File: config.mk
export PLATFORM = sky130hd
export DESIGN_NAME = fft_out_reorder
export DESIGN_NICKNAME = d
export VERILOG_FILES = /design/src/rtl/fft_out_reorder_pkg.sv /design/src/rtl/fft_out_reorder_bank.sv /design/src/rtl/fft_out_reorder.sv
export SDC_FILE = /design/constraint.sdc
export NUM_CORES = 2
export LEC_CHECK = 0
export BUFFER_PORTS_ARGS = -buffer_cell sky130_fd_sc_hd__buf_2
export CAP_MARGIN = 10
export CORE_MARGIN = 2
export CORE_UTILIZATION = 45
export CTS_BUF_LIST = sky130_fd_sc_hd__clkbuf_8 sky130_fd_sc_hd__clkbuf_16
export DETAILED_ROUTE_END_ITERATION = 8
export HOLD_SLACK_MARGIN = 0.15
export SLEW_MARGIN = 20
export SYNTH_ARGS = -nofsm -noshare
export SYNTH_HDL_FRONTEND = slang
export SYNTH_SLANG_ARGS = --single-unit
export TNS_END_PERCENT = 20
File: constraint.sdc
create_clock -name clk -period 98.3 [get_ports clk]
set_input_delay 14.745 -clock clk [delete_from_list [all_inputs] [get_ports clk]]
set_output_delay 14.745 -clock clk [all_outputs]
set_load 0.01 [all_outputs]
File: src/rtl/fft_out_reorder_pkg.sv
// rtl/fft_out_reorder_pkg.sv - shared FFT types, frame constants and bit-reverse helper
package fft_out_reorder_pkg;

  localparam int FRAME_LEN = 16;
  localparam int HALF_LEN  = FRAME_LEN / 2;

  typedef enum logic [1:0] {
    BANK_FREE  = 2'd0,
    BANK_FILL  = 2'd1,
    BANK_DRAIN = 2'd2
  } bank_state_e;

  // Reverse a 3-bit pair index; also used by the upstream input dispatcher.
  function automatic logic [2:0] bitrev3(input logic [2:0] k);
    return {k[0], k[1], k[2]};
  endfunction

endpackage

File: src/rtl/fft_out_reorder_bank.sv
// rtl/fft_out_reorder_bank.sv - one ping-pong bank: 16-word store, pair counter, fill/drain state
module fft_reorder_bank
  import fft_out_reorder_pkg::*;
#(
  parameter int DATA_WIDTH = 32
) (
  input  logic                  clk,
  input  logic                  rst,
  input  logic                  wr_en,
  input  logic [DATA_WIDTH-1:0] wr_a,
  input  logic [DATA_WIDTH-1:0] wr_b,
  input  logic                  drain_done,
  input  logic [3:0]            rd_index,
  output logic [DATA_WIDTH-1:0] rd_data,
  output bank_state_e           state,
  output bank_state_e           state_next,
  output logic [2:0]            wr_k
);

  logic [DATA_WIDTH-1:0] mem_q [FRAME_LEN];
  logic [DATA_WIDTH-1:0] mem_d [FRAME_LEN];
  bank_state_e           state_q, state_d;
  logic [2:0]            k_q, k_d;
  logic [2:0]            k_eff;
  logic [2:0]            slot;

  // A finishing drain frees the bank first, so a pair in the same cycle lands as k=0.
  always_comb begin
    mem_d   = mem_q;
    state_d = state_q;
    k_d     = k_q;
    k_eff   = k_q;
    slot    = '0;
    if (drain_done) begin
      state_d = BANK_FREE;
      k_eff   = '0;
      k_d     = '0;
    end
    if (wr_en) begin
      slot                 = bitrev3(k_eff);
      mem_d[{1'b0, slot}]  = wr_a;
      mem_d[{1'b1, slot}]  = wr_b;
      if (k_eff == 3'(HALF_LEN - 1)) begin
        state_d = BANK_DRAIN;
        k_d     = '0;
      end else begin
        state_d = BANK_FILL;
        k_d     = k_eff + 3'd1;
      end
    end
  end

  // Bank storage, state and pair counter registers.
  always_ff @(posedge clk or posedge rst) begin
    if (rst) begin
      for (int i = 0; i < FRAME_LEN; i++) mem_q[i] <= '0;
      state_q <= BANK_FREE;
      k_q     <= '0;
    end else begin
      mem_q   <= mem_d;
      state_q <= state_d;
      k_q     <= k_d;
    end
  end

  assign rd_data    = mem_q[rd_index];
  assign state      = state_q;
  assign state_next = state_d;
  assign wr_k       = k_q;

endmodule

File: src/rtl/fft_out_reorder.sv
// rtl/fft_out_reorder.sv - ping-pong bit-reversed to natural-order FFT output stage
module fft_out_reorder
  import fft_out_reorder_pkg::*;
#(
  parameter int DATA_WIDTH = 32,
  parameter int N_PAIRS    = 8
) (
  input  logic                  clk,
  input  logic                  rst,
  input  logic                  in_valid,
  input  logic [DATA_WIDTH-1:0] in_a,
  input  logic [DATA_WIDTH-1:0] in_b,
  output logic                  out_valid,
  input  logic                  out_ready,
  output logic [DATA_WIDTH-1:0] out_data,
  output logic [3:0]            out_index,
  output logic                  out_last,
  output logic                  overflow
);

  logic                  wr_bank_q, wr_bank_d;
  logic                  rd_bank_q, rd_bank_d;
  logic [3:0]            rd_ptr_q, rd_ptr_d;
  logic                  out_valid_q, out_valid_d;
  logic                  overflow_q, overflow_d;

  bank_state_e           bank_state [2];
  bank_state_e           bank_next  [2];
  logic [2:0]            bank_k     [2];
  logic [DATA_WIDTH-1:0] bank_data  [2];
  logic                  bank_wr    [2];
  logic                  bank_done  [2];

  logic                  hs;
  logic                  frame_done;
  logic                  accept;

  fft_reorder_bank #(.DATA_WIDTH(DATA_WIDTH)) u_bank0 (
    .clk(clk), .rst(rst), .wr_en(bank_wr[0]), .wr_a(in_a), .wr_b(in_b),
    .drain_done(bank_done[0]), .rd_index(rd_ptr_q), .rd_data(bank_data[0]),
    .state(bank_state[0]), .state_next(bank_next[0]), .wr_k(bank_k[0])
  );

  fft_reorder_bank #(.DATA_WIDTH(DATA_WIDTH)) u_bank1 (
    .clk(clk), .rst(rst), .wr_en(bank_wr[1]), .wr_a(in_a), .wr_b(in_b),
    .drain_done(bank_done[1]), .rd_index(rd_ptr_q), .rd_data(bank_data[1]),
    .state(bank_state[1]), .state_next(bank_next[1]), .wr_k(bank_k[1])
  );

  // Handshake detection and steering of captures/frees to the selected banks.
  always_comb begin
    hs           = out_valid_q & out_ready;
    frame_done   = hs && (rd_ptr_q == 4'(FRAME_LEN - 1));
    accept       = in_valid && ((bank_state[wr_bank_q] != BANK_DRAIN) ||
                                (frame_done && (rd_bank_q == wr_bank_q)));
    bank_wr[0]   = accept && !wr_bank_q;
    bank_wr[1]   = accept && wr_bank_q;
    bank_done[0] = frame_done && !rd_bank_q;
    bank_done[1] = frame_done && rd_bank_q;
  end

  // Next values for bank selection, read pointer, valid and sticky overflow.
  always_comb begin
    wr_bank_d   = wr_bank_q ^ (accept && (bank_k[wr_bank_q] == 3'(N_PAIRS - 1)));
    rd_bank_d   = rd_bank_q ^ frame_done;
    rd_ptr_d    = hs ? rd_ptr_q + 4'd1 : rd_ptr_q;
    out_valid_d = (bank_next[rd_bank_d] == BANK_DRAIN);
    overflow_d  = overflow_q | (in_valid & ~accept);
  end

  // Top-level control registers.
  always_ff @(posedge clk or posedge rst) begin
    if (rst) begin
      wr_bank_q   <= 1'b0;
      rd_bank_q   <= 1'b0;
      rd_ptr_q    <= '0;
      out_valid_q <= 1'b0;
      overflow_q  <= 1'b0;
    end else begin
      wr_bank_q   <= wr_bank_d;
      rd_bank_q   <= rd_bank_d;
      rd_ptr_q    <= rd_ptr_d;
      out_valid_q <= out_valid_d;
      overflow_q  <= overflow_d;
    end
  end

  assign out_valid = out_valid_q;
  assign out_data  = bank_data[rd_bank_q];
  assign out_index = rd_ptr_q;
  assign out_last  = out_valid_q && (rd_ptr_q == 4'(FRAME_LEN - 1));
  assign overflow  = overflow_q;

endmodule

==> Implementation_results.wiki <==
{| class="wikitable"
! Metric !! Value
|-
| IO Count || 107
|-
| Max-slew headroom || 9.846%
|-
| Fill cell total of the finished layout || 8386
|-
| Number of design rule violations left after detail routing || 0
|-
| FMAX || between 0.04 and 0.05 GHz
|-
| Port-buffer cells || 106
|-
| Post-Synthesis Mean Instance Area || 16.53 um^2
|-
| Number of flip-flops and latches in the synthesized netlist || 1042
|-
| Number of clock buffers inserted by TritonCTS || 111
|-
| Final count of negative-setup-slack endpoints || 0
|-
| Final hold slack || 0.4853 ns
|-
| Global-route wire length before repair || 191400 um
|-
| Syn Inst Count || 2852
|-
| Clk slew on worst S/H paths || 0.06 ns
|-
| Final Critical Period || 20.21 ns
|-
| Path type of the worst min-delay path || reg -> reg
|-
| Final Hold Violating Endpoints || 0
|-
| Area occupied by multi-input gates || 19690 um^2
|-
| Worst path arrival time || 5.47 ns
|-
| Total negative setup slack || 0 ns
|-
| Yosys synthesis warning count || 0
|-
| Maximum number of pins on one net before global-route repair || about 190
|-
| Synth unique cells || 44
|-
| Post-CTS Setup Repair Bufs || 0
|-
| First-pass detailed-route iteration total || 5
|-
| CTS tree || yes
|-
| Seq. cell area || about 26000 um^2
|-
| Post-CTS Hold Fix Bufs || 0
|-
| Routed length per placed instance || 29.06 um
|-
| # nets final || approximately 3000
|-
| Cell area after synthesis || 47160 um^2
|-
| Max-slew violations || 0
|-
| CTS max path bufs || 3
|-
| Critical path class || reg -> out
|-
| Detailed-route via count || 25960
|-
| Cell Count, Final, Fillers Out || 4329
|-
| Critical Path Fanout Max || 152
|-
| HPWL Detailed || 68200 um
|-
| Std-Cell Core Area || 103800 um^2
|-
| R2R setup slack || 91.88 ns
|-
| Total leakage power || 22.34 nW
|-
| Syn nets || around 2900
|-
| Number of antenna violations at the first check in global routing || 17
|-
| Source-to-sink clock delay at the later pin of the worst-skew pair || 0.69 ns
|-
| Most frequent standard cell in the layout excluding fill and tap cells || sky130_fd_sc_hd__dfrtp_1
|-
| Critical path required time || 83.56 ns
|-
| CTS H-tree depth || 3
|-
| Setup repair after global routing missed its margin || false
|-
| Post-CTS resize count || 0
|-
| Syn-to-layout area delta || 10.65%
|-
| Share of async-settable or async-resettable flops after synthesis || 100.0%
|-
| Final worst-path setup slack || just under 80 ns
|-
| Initial detailed-routing violation count || 1628
|-
| Clock skew || 0.02519 ns
|-
| Final Core Density || 50.27%
|-
| Power density relative to cell area || between 30 and 40 nW/um^2
|-
| Number of flops mapped to enable cells by yosys || 0
|-
| # Max-Cap Violations || 0
|-
| Top FF cell, synth || sky130_fd_sc_hd__dfrtp_1
|-
| Number of standard-cell rows in the floorplan || 118
|-
| Final period util || 20.56%
|-
| Starting Density || a little under half
|-
| Die area || 107400 um^2
|-
| Routability Congestion || about 0.75
|-
| Cells after DPL || 4122
|-
| CP Launch Type || flop
|-
| Result of the run || finished, final reports clean
|-
| Number of global-route vias before repair || 28590
|-
| Peak supply drop || 0.01470 mV
|-
| Placement Setup Slack || 78.89 ns
|-
| Ratio of cells with drive above 1 in the final layout || 53.45%
|-
| Gr ovfl total || 0
|-
| Commonest cells after routing, fill and taps aside || sky130_fd_sc_hd__dfrtp_1 (1040), sky130_fd_sc_hd__mux2_2 (835), sky130_fd_sc_hd__mux4_2 (256), sky130_fd_sc_hd__o22ai_1 (128), sky130_fd_sc_hd__mux2_4 (120)
|-
| Remaining antenna violation count after routing || 0
|-
| Slew of the pin with the lowest slew margin || 1.352 ns
|-
| Die outline width || 327.7 um
|-
| GRT Overall Usage || about a quarter
|-
| Clock sink count || between 1000 and 1500
|-
| Total detailed-routing wirelength || around 130000 um
|-
| Cell chosen for the clock root || sky130_fd_sc_hd__clkbuf_16
|-
| Sequential fraction of the synthesis area || a little under three fifths
|-
| Number of vias per cell || 5.997
|-
| Kind of capture point of the worst setup path || primary output
|-
| Chip height || 327.7 um
|}
[layout make-up]
type	instances	area share, %
antenna	4	0.01918
clock buffer	141	6.115
clock inverter	61	0.9495
inverter	10	0.08632
multi-input combinational	1543	37.73
sequential	1042	49.99
tap	1380	3.309
timing repair buffer	148	1.808
[final timing paths]
path                                          from                 end  depth (start not counted)
max in group asynchronous                      rst  u_bank0.mem_q[302]                          5
worst min register to register  u_bank0.mem_q[261]  u_bank0.mem_q[261]                          1
worst min-delay path            u_bank0.mem_q[261]  u_bank0.mem_q[261]                          1
worst max register to register        out_index[0]    u_bank0.mem_q[8]                         14
worst max-delay path                  out_index[1]        out_data[18]                          6
min in group asynchronous                      rst  u_bank0.mem_q[510]                          2
[state kept, by name, indices dropped and copies added, names as in the netlist]
register,count
u_bank0.mem_q,512
out_valid,1
rd_bank_q,1
u_bank1.state,2
u_bank1.mem_q,512
u_bank0.wr_k,3
u_bank1.wr_k,3
overflow,1
wr_bank_q,1
u_bank0.state,2
out_index,4
[report_power, final]
part,internal (mW),switching [mW]
Sequential,0.632,0.102
Combinational,0.283,0.165
Clock,0.246,0.173
Total,1.16,0.440
[worst max-delay path, cell delays in order (launching register included)]
cell	delay, ns
sky130_fd_sc_hd__dfrtp_4	1.02
sky130_fd_sc_hd__buf_12	0.67
sky130_fd_sc_hd__buf_4	0.94
sky130_fd_sc_hd__mux4_2	0.36
sky130_fd_sc_hd__o22ai_1	0.14
sky130_fd_sc_hd__nor4_1	0.91
sky130_fd_sc_hd__buf_2	0.29
[routing by layer]
| metal | up-vias | track usage, % | wire length, um |
|---|---|---|---|
| met1 | 14520 | 33.91 | 56780 |
| met2 | 536 | 39.37 | 61330 |
| met5 | - | 0 | 82 |
| met3 | 162 | 3.098 | 5152 |
| met4 | 12 | 5.923 | 2467 |
| li1 | 10730 | - | - |
[kinds of logic (layout without fill, tap and decap cells)]
family,Yosys count,after routing,share of synthesized area (%)
other,0,4,0
xor gates and xnor gates,6,6,0.1114
buffers and inverters,267,360,3.200
DFF,1042,1042,55.29
muxes,1284,1284,37.72
adders and majority gates,15,15,0.3980
AOI/OAI and AO/OA,145,145,2.011
and+or+nand+nor,93,93,1.263
[stage by stage]
| step | total power, mW | area, um^2 |
|---|---|---|
| floorplan | 1.076 | 47160 |
| global placement | 1.154 | 48440 |
| detailed placement | 1.190 | 48440 |
| CTS | 1.613 | 52130 |
| global route | 1.685 | 52170 |
| finish | 1.601 | 52180 |
[cell usage after synthesis, drive strengths merged, types with 2 or more instances]
| master | n | area share [%] |
|---|---|---|
| dfrtp | 1042 | 55 |
| mux2 | 1026 | 25 |
| mux4 | 256 | 12 |
| buf | 143 | 2.2 |
| o22ai | 128 | 1.7 |
| clkbuf | 114 | 0.91 |
| nor4 | 32 | 0.42 |
| nand2 | 18 | 0.16 |
| ha | 15 | 0.40 |
| inv | 10 | 0.080 |
| nand4 | 8 | 0.19 |
| and3 | 7 | 0.093 |
| nand3b | 6 | 0.096 |
| a21oi | 5 | 0.061 |
| and2 | 5 | 0.066 |
| nand3 | 5 | 0.064 |
| nor2 | 5 | 0.066 |
| xnor2 | 5 | 0.093 |
| o21ai | 4 | 0.042 |
| nor2b | 3 | 0.040 |
| a21boi | 2 | 0.056 |
| and4 | 2 | 0.037 |
| mux2i | 2 | 0.042 |
Note: power is estimated with default switching activity, not from simulation.
